<file path="config.mk">
export PLATFORM = sky130hd
export DESIGN_NAME = rng_mmio_flat
export DESIGN_NICKNAME = d
export VERILOG_FILES = /design/src/rtl/rng_pkg.sv /design/src/rtl/rng_mmio_if.sv /design/src/rtl/sync_fifo.sv /design/src/rtl/rng_mmio.sv /design/src/flat_wrapper.sv
export SDC_FILE = /design/constraint.sdc
export NUM_CORES = 1
export LEC_CHECK = 0
export CORE_ASPECT_RATIO = 1.4
export CORE_UTILIZATION = 45
export CTS_CLUSTER_DIAMETER = 40
export DETAILED_ROUTE_END_ITERATION = 7
export GPL_ROUTABILITY_DRIVEN = 0
export HOLD_SLACK_MARGIN = 0.1
export PLACE_DENSITY = 0.67
export SLEW_MARGIN = 20
export SYNTH_ARGS = -nofsm -noshare
export SYNTH_HDL_FRONTEND = slang
export SYNTH_SLANG_ARGS = --single-unit
export TNS_END_PERCENT = 50
</file>
<file path="constraint.sdc">
create_clock -name clk -period 3.1 [get_ports clk]
set_clock_uncertainty 0.2 [all_clocks]
set_input_delay 0.31 -clock clk [delete_from_list [all_inputs] [get_ports clk]]
set_output_delay 0.31 -clock clk [all_outputs]
set_load 0.02 [all_outputs]
</file>
<file path="src/rtl/rng_pkg.sv">
// Shared register map, bit positions and packer state type for the rng_mmio peripheral.
package rng_pkg;

  localparam logic [1:0] REG_DATA   = 2'd0;
  localparam logic [1:0] REG_STATUS = 2'd1;
  localparam logic [1:0] REG_CTRL   = 2'd2;

  localparam int CTRL_EN  = 0;
  localparam int CTRL_CLR = 1;

  localparam int STAT_EMPTY     = 0;
  localparam int STAT_FULL      = 1;
  localparam int STAT_OVF       = 2;
  localparam int STAT_COUNT_LSB = 8;

  typedef enum logic {
    LO,
    HI
  } pack_state_t;

endpackage

</file>
<file path="src/rtl/rng_mmio_if.sv">
// Simple data-bus slave port: one-cycle access strobe, registered read data with a valid pulse.
interface rng_mmio_if;

  logic        bus_sel;
  logic        bus_we;
  logic [3:0]  bus_addr;
  logic [31:0] bus_wdata;
  logic [31:0] bus_rdata;
  logic        bus_rvalid;

  modport master (
    output bus_sel, bus_we, bus_addr, bus_wdata,
    input  bus_rdata, bus_rvalid
  );

  modport slave (
    input  bus_sel, bus_we, bus_addr, bus_wdata,
    output bus_rdata, bus_rvalid
  );

endinterface

</file>
<file path="src/rtl/sync_fifo.sv">
// Synchronous FIFO with show-ahead head; a push into a full FIFO is taken when a pop frees the slot.
module sync_fifo #(
  parameter int WIDTH = 32,
  parameter int DEPTH = 4
) (
  input  logic                       clk,
  input  logic                       reset_n,
  input  logic                       clr,
  input  logic                       push,
  input  logic                       pop,
  input  logic [WIDTH-1:0]           wdata,
  output logic [WIDTH-1:0]           rdata,
  output logic                       full,
  output logic                       empty,
  output logic [$clog2(DEPTH+1)-1:0] count
);

  localparam int AW = $clog2(DEPTH);
  localparam int CW = $clog2(DEPTH + 1);

  logic [WIDTH-1:0] mem [DEPTH];
  logic [AW-1:0]    wr_ptr;
  logic [AW-1:0]    rd_ptr;
  logic             do_push;
  logic             do_pop;

  assign empty   = (count == '0);
  assign full    = (count == CW'(DEPTH));
  assign do_pop  = pop && !empty;
  assign do_push = push && (!full || do_pop);
  assign rdata   = mem[rd_ptr];

  always_ff @(posedge clk) begin
    if (!reset_n || clr) begin
      wr_ptr <= '0;
      rd_ptr <= '0;
      count  <= '0;
    end else begin
      if (do_push) wr_ptr <= wr_ptr + 1'b1;
      if (do_pop)  rd_ptr <= rd_ptr + 1'b1;
      if (do_push && !do_pop)      count <= count + 1'b1;
      else if (do_pop && !do_push) count <= count - 1'b1;
    end
  end

  // When full with a pop, wr_ptr equals rd_ptr: the head is read out this cycle before being overwritten.
  always_ff @(posedge clk) begin
    if (do_push) mem[wr_ptr] <= wdata;
  end

endmodule

</file>
<file path="src/rtl/rng_mmio.sv">
// Random-number peripheral: decimates the LFSR, packs two 16-bit samples per word and buffers them for bus reads.
module rng_mmio
  import rng_pkg::*;
#(
  parameter int DEPTH = 4,
  parameter int DECIM = 16
) (
  input  logic        clk,
  input  logic        reset_n,
  input  logic [15:0] rand_i,
  rng_mmio_if.slave   mmio
);

  localparam int CW = (DECIM > 1) ? $clog2(DECIM) : 1;
  localparam int NW = $clog2(DEPTH + 1);

  logic          en;
  logic          ovf;
  logic [CW-1:0] decim_cnt;
  logic [15:0]   lo;
  pack_state_t   state;
  pack_state_t   next_state;
  logic          strobe;
  logic          push;
  logic          pop;
  logic          rd;
  logic          wr;
  logic          clr;
  logic [1:0]    reg_idx;
  logic          fifo_full;
  logic          fifo_empty;
  logic [NW-1:0] fifo_count;
  logic [31:0]   fifo_head;
  logic [31:0]   status_word;
  logic [31:0]   rdata_next;
  logic [31:0]   rdata_q;
  logic          rvalid_q;
  logic          unused_bits;

  assign reg_idx     = mmio.bus_addr[3:2];
  assign rd          = mmio.bus_sel && !mmio.bus_we;
  assign wr          = mmio.bus_sel && mmio.bus_we;
  assign clr         = wr && (reg_idx == REG_CTRL) && mmio.bus_wdata[CTRL_CLR];
  assign pop         = rd && (reg_idx == REG_DATA) && !fifo_empty;
  assign strobe      = en && (decim_cnt == CW'(DECIM - 1));
  assign unused_bits = ^{mmio.bus_addr[1:0], mmio.bus_wdata[31:3]};

  always_ff @(posedge clk) begin
    if (!reset_n || clr) decim_cnt <= '0;
    else if (en)         decim_cnt <= strobe ? '0 : decim_cnt + 1'b1;
  end

  always_ff @(posedge clk) begin
    if (!reset_n || clr) state <= LO;
    else                 state <= next_state;
  end

  always_comb begin
    next_state = state;
    push       = 1'b0;
    case (state)
      LO: if (strobe) next_state = HI;
      HI: if (strobe) begin
        next_state = LO;
        push       = 1'b1;
      end
    endcase
  end

  // The low half survives en being dropped so a paused word completes with its original sample.
  always_ff @(posedge clk) begin
    if (!reset_n)                   lo <= '0;
    else if (state == LO && strobe) lo <= rand_i;
  end

  sync_fifo #(
    .WIDTH (32),
    .DEPTH (DEPTH)
  ) u_fifo (
    .clk     (clk),
    .reset_n (reset_n),
    .clr     (clr),
    .push    (push),
    .pop     (pop),
    .wdata   ({rand_i, lo}),
    .rdata   (fifo_head),
    .full    (fifo_full),
    .empty   (fifo_empty),
    .count   (fifo_count)
  );

  // An overflow in the same cycle as a W1C write keeps ovf set.
  always_ff @(posedge clk) begin
    if (!reset_n) begin
      en  <= 1'b0;
      ovf <= 1'b0;
    end else begin
      if (wr && reg_idx == REG_CTRL) en <= mmio.bus_wdata[CTRL_EN];
      if (clr)                               ovf <= 1'b0;
      else if (push && fifo_full && !pop)    ovf <= 1'b1;
      else if (wr && reg_idx == REG_STATUS && mmio.bus_wdata[STAT_OVF]) ovf <= 1'b0;
    end
  end

  always_comb begin
    status_word                             = '0;
    status_word[STAT_EMPTY]                 = fifo_empty;
    status_word[STAT_FULL]                  = fifo_full;
    status_word[STAT_OVF]                   = ovf;
    status_word[STAT_COUNT_LSB +: 8]        = 8'(fifo_count);
  end

  always_comb begin
    rdata_next = '0;
    case (reg_idx)
      REG_DATA:   rdata_next = fifo_empty ? 32'h0 : fifo_head;
      REG_STATUS: rdata_next = status_word;
      REG_CTRL:   rdata_next = {31'h0, en};
      default:    rdata_next = '0;
    endcase
  end

  always_ff @(posedge clk) begin
    if (!reset_n) begin
      rvalid_q <= 1'b0;
      rdata_q  <= '0;
    end else begin
      rvalid_q <= rd;
      if (rd) rdata_q <= rdata_next;
    end
  end

  assign mmio.bus_rdata  = rdata_q;
  assign mmio.bus_rvalid = rvalid_q;

endmodule

</file>
<file path="src/flat_wrapper.sv">
// flat-port wrapper written by rule: the top's interface ports become plain ports
module rng_mmio_flat import rng_pkg::*;
#(
  parameter int DEPTH = 4,
  parameter int DECIM = 16
)
  (clk, reset_n, rand_i, mmio_bus_sel, mmio_bus_we, mmio_bus_addr, mmio_bus_wdata, mmio_bus_rdata, mmio_bus_rvalid);
  rng_mmio_if mmio_i ();
  input  logic clk;
  input  logic reset_n;
  input  logic [15:0] rand_i;
  input wire logic [$bits(mmio_i.bus_sel)-1:0] mmio_bus_sel;
  input wire logic [$bits(mmio_i.bus_we)-1:0] mmio_bus_we;
  input wire logic [$bits(mmio_i.bus_addr)-1:0] mmio_bus_addr;
  input wire logic [$bits(mmio_i.bus_wdata)-1:0] mmio_bus_wdata;
  output wire logic [$bits(mmio_i.bus_rdata)-1:0] mmio_bus_rdata;
  output wire logic [$bits(mmio_i.bus_rvalid)-1:0] mmio_bus_rvalid;
  assign mmio_i.bus_sel = mmio_bus_sel;
  assign mmio_i.bus_we = mmio_bus_we;
  assign mmio_i.bus_addr = mmio_bus_addr;
  assign mmio_i.bus_wdata = mmio_bus_wdata;
  assign mmio_bus_rdata = mmio_i.bus_rdata;
  assign mmio_bus_rvalid = mmio_i.bus_rvalid;
  rng_mmio #(.DEPTH(DEPTH), .DECIM(DECIM)) u_core (.clk(clk), .reset_n(reset_n), .rand_i(rand_i), .mmio(mmio_i));
endmodule
</file>
==> results.toml <==
[yosys]
synth_seq_cells = 193
async_reset_ff_share_pct = 0
synth.net_count = 478
postSynthAreaPerCell_um2 = 17.50
synthCells = 413
syn-cell-area_mm2 = 0.007226
yosys_warnings = 0
synth_sequential_area_ratio_pct = 71.20
synth_top_flop_cell = "sky130_fd_sc_hd__edfxtp_1"
yosysUniqueCellTypes = 35
synth-edff-count = 128

[placement]
detailedPlace.worstSlack_ns = 0.04296
port_buffers = 57
detailed_place_hpwl_mm = 8.458

[setup_path]
cp_slowest_cell = "sky130_fd_sc_hd__dfxtp_1"
cp_data_arrival_time_ns = 2.96
required_ns = 3.25
path_cells = "ha_1 > nand2_1 > nor2_1 > ha_1 > inv_1 > a31oi_2 > ha_1 > inv_1 > fa_1 > xor2_1 > or3_1 > a21oi_1"
worstRegToRegCells = 12
critPathMaxFanout = 5
timing.rr.start = "u_core.decim_cnt[0]"
critical_path.reg2reg.endpoint = "u_core.u_fifo.count[2]"
worst_path_most_repeated_cell = "sky130_fd_sc_hd__ha_1"
critical_path_class = "flip-flop to flip-flop"
worst_path_largest_cell_delay_ns = 0.39
setup.reg_to_reg.worst_slack_ns = 0.30
worst_setup_path_end_kind = "flip-flop"
sort_of_element_at_the_start_of_the_critical_path = "flip-flop"

[clocking]
cts_max_path_buffers = 2
cts_resized = 0
clk-insertion-delay-late_ns = 0.42
tritoncts_num_sinks = 193
cts.reportedPaths.clkPinSlew_ns = 0.07
ctsRootBufferMaster = "sky130_fd_sc_hd__clkbuf_16"
clock_tree_from_tritoncts = "built"
post-cts-setup-buffer-count = 0
number_of_cts_inserted_buffers = 17
cts-htree-levels = 4
count_of_hold_buffers_inserted_by_post_cts_repair = 0

[route]
m1WireLength_mm = 5.829
drtIter0Drc = 210
dr.pass1.iters = 4
postRouteWirelength_mm = 13.30
detail_route.wl_per_cell_um = 19.08
dr_wl_met2_mm = 6.857
routed-via-count = 3854
antenna_violation_net_count_after_detailed_routing = 0
route.met3.wl_um = 447
highest-signal-layer = "met4"
vias_per_cell = 5.529
detail_route.drc_violations = 0

[timing]
worstMarginPinSlew_ns = 0.7285
layout_worst_path_cycle_share_pct = 90.39
period_needed_ns = 2.802
setup_tns_ns = 0
rel_slew_slack_pct = 51.43
setup_ws_ns = 0.2980
drv_slew = 0
rsz0062_at_grt = "false"
fmax_mhz = 356.9
finalSetupViolCount = 0
hold_viol_final = 0

[power_and_ir_drop]
power.net_switching_uw = 1016
combPwrFrac_pct = 2.3
power.clock.fraction_pct = 42.4
ir_worst_vdd_mv = 0.3696
net_sw_share_pct = 20.56
p_int_uw = 3928
power.static_leakage_uw = 0.002936
power.density_mw_per_mm2 = 570.3
power_frac_seq_pct = 55.2

[cells_and_area]
num-nets-final = 553
antenna_cells = 0
post_route_cells_drive_above_1_share_pct = 18.36
layout.cells.most_common_list = "128 x sky130_fd_sc_hd__edfxtp_1, 64 x sky130_fd_sc_hd__dfxtp_1, 56 x sky130_fd_sc_hd__clkdlybuf4s50_1"
multi_input_area_mm2 = 0.001904
area_delta_synth_final_pct = 19.98
final_common_cell = "sky130_fd_sc_hd__edfxtp_1"
final.fill_count = 1216
area_of_all_sequential_standard_cells_mm2 = 0.005146

[run_status]
status = "complete, no violations"

[min_path]
holdCritPathClass = "flip-flop to flip-flop"
min_path_cells = 1
hold_path.startpoint = "u_core.mmio.bus_rdata[30]"
hold_end = "u_core.mmio.bus_rdata[30]"

[die]
chipHeight_um = 151.9
fp.dieArea_mm2 = 0.01657
fp.dieW_um = 109.1
number_of_standard_cell_rows_in_the_floorplan = 54
boundaryPins = 89
placeableCoreArea_mm2 = 0.01561
floorplan.initialDensity_pct = 46.30

[global_route]
vias_in_the_first_global_route = 4026
number_of_antenna_violations_at_the_first_check_in_global_routing = 0
track_usage_pct = 17.64
grt_pass1_wl_mm = 21.67
global_route_overflow = 0
grt_max_degree = 39

[run]
cap_violations = 0
## power groups by stage
stage          registers [uW]  logic (uW)  clock network [uW]
2_1_floorplan            2790        37.6                   0
3_3_place_gp             2790         114                   0
3_5_place_dp             2790         117                   0
4_1_cts                  2730         117                2150
5_1_grt                  2730         125                2250
6_report                 2730         115                2100
## sequential cells by signal, indices dropped and copies added (netlist names), named ones only
| signal | flops |
|---|---|
| u_core.u_fifo.count | 3 |
| u_core.u_fifo.wr_ptr | 2 |
| u_core.u_fifo.rd_ptr | 2 |
| u_core.lo | 16 |
| u_core.decim_cnt | 4 |
| u_core.en | 1 |
| u_core.mmio.bus_rvalid | 1 |
| u_core.mmio.bus_rdata | 32 |
| u_core.ovf | 1 |
| u_core.state | 1 |
| u_core.u_fifo.mem | 128 |
## metal layers
layer | up-vias | global-route usage, %
li1 | 1794 | -
met5 | - | 0
met4 | 0 | 5.084
met2 | 66 | 29.56
met3 | 12 | 4.462
met1 | 1982 | 22.38
## worst max-delay path by stage
stage / from / endpoint / cells after the start
2_1_floorplan: mmio_bus_addr[3] / u_core.u_fifo.count[2] / 9
3_3_place_gp: mmio_bus_addr[3] / u_core.u_fifo.count[2] / 9
3_5_place_dp: mmio_bus_addr[3] / u_core.u_fifo.count[2] / 9
4_1_cts: u_core.decim_cnt[0] / u_core.u_fifo.count[2] / 12
5_1_grt: u_core.decim_cnt[0] / u_core.u_fifo.count[2] / 12
6_report: u_core.decim_cnt[0] / u_core.u_fifo.count[2] / 12
## final cells by class
class                           count  share of cell area, %
Clock buffer                       19                  5.109
Clock inverter                     13                  1.472
Inverter                            8                 0.3464
Multi-Input combinational cell    185                  21.97
Sequential cell                   193                  59.36
Tap cell                          196                  2.829
Timing Repair Buffer               83                  8.919
## metrics by stage
stage                     util, %  std cells  total power [uW]  cell area [um2]  hold slack (ns)
after floorplan                 -        413              2832             7226           0.2089
after global placement      51.89        665              2902             8099           0.2737
after detailed placement    51.89        665              2905             8099           0.2816
after CTS                   55.55        697              4997             8670           0.2956
after global routing        55.55        697              5107             8670           0.3159
final                       55.55        697              4945             8670           0.2951
## worst max-delay path: cells and delay by family, from the launching register on
kind	cells	cell delay, ns
simple gates	3	0.51
compound gates	2	0.31
fa+ha+maj	4	1.02
flops	1	0.39
xor+xnor	1	0.18
buf+inv	2	0.12
## synth_stat cells (2+ instances only)
cell type	count	share of area (%)
sky130_fd_sc_hd__nand3_1	5	0.35
sky130_fd_sc_hd__a21oi_1	13	0.90
sky130_fd_sc_hd__nor2_1	8	0.42
sky130_fd_sc_hd__o21ai_0	9	0.62
sky130_fd_sc_hd__ha_1	8	1.4
sky130_fd_sc_hd__nand2b_1	2	0.17
sky130_fd_sc_hd__or3_1	3	0.26
sky130_fd_sc_hd__o31ai_1	2	0.21
sky130_fd_sc_hd__edfxtp_1	128	53
sky130_fd_sc_hd__nand3b_1	2	0.21
sky130_fd_sc_hd__a31oi_1	3	0.26
sky130_fd_sc_hd__buf_4	2	0.21
sky130_fd_sc_hd__dfxtp_1	65	18
sky130_fd_sc_hd__a32o_1	26	3.6
sky130_fd_sc_hd__and2_1	5	0.43
sky130_fd_sc_hd__inv_1	8	0.42
sky130_fd_sc_hd__o211ai_1	5	0.52
sky130_fd_sc_hd__buf_6	4	0.62
sky130_fd_sc_hd__nand4b_1	2	0.24
sky130_fd_sc_hd__buf_2	6	0.42
sky130_fd_sc_hd__xor2_1	3	0.36
sky130_fd_sc_hd__mux4_2	32	10
sky130_fd_sc_hd__mux2i_1	21	2.9
sky130_fd_sc_hd__clkbuf_1	15	0.78
sky130_fd_sc_hd__a32oi_1	4	0.48
sky130_fd_sc_hd__nand2_1	5	0.26
sky130_fd_sc_hd__nor2b_1	19	1.6
## kinds of logic after synthesis
family / after synthesis / synth area share [%]
and+or+nand+nor: 57 / 4.675
DFF: 193 / 71.20
xor gates and xnor gates: 3 / 0.3637
adders and majority gates: 9 / 1.662
buffers and inverters: 35 / 2.441
AOI/OAI and AO/OA: 63 / 6.770
muxes: 53 / 12.88
Note: power is estimated with default switching activity, not from simulation.
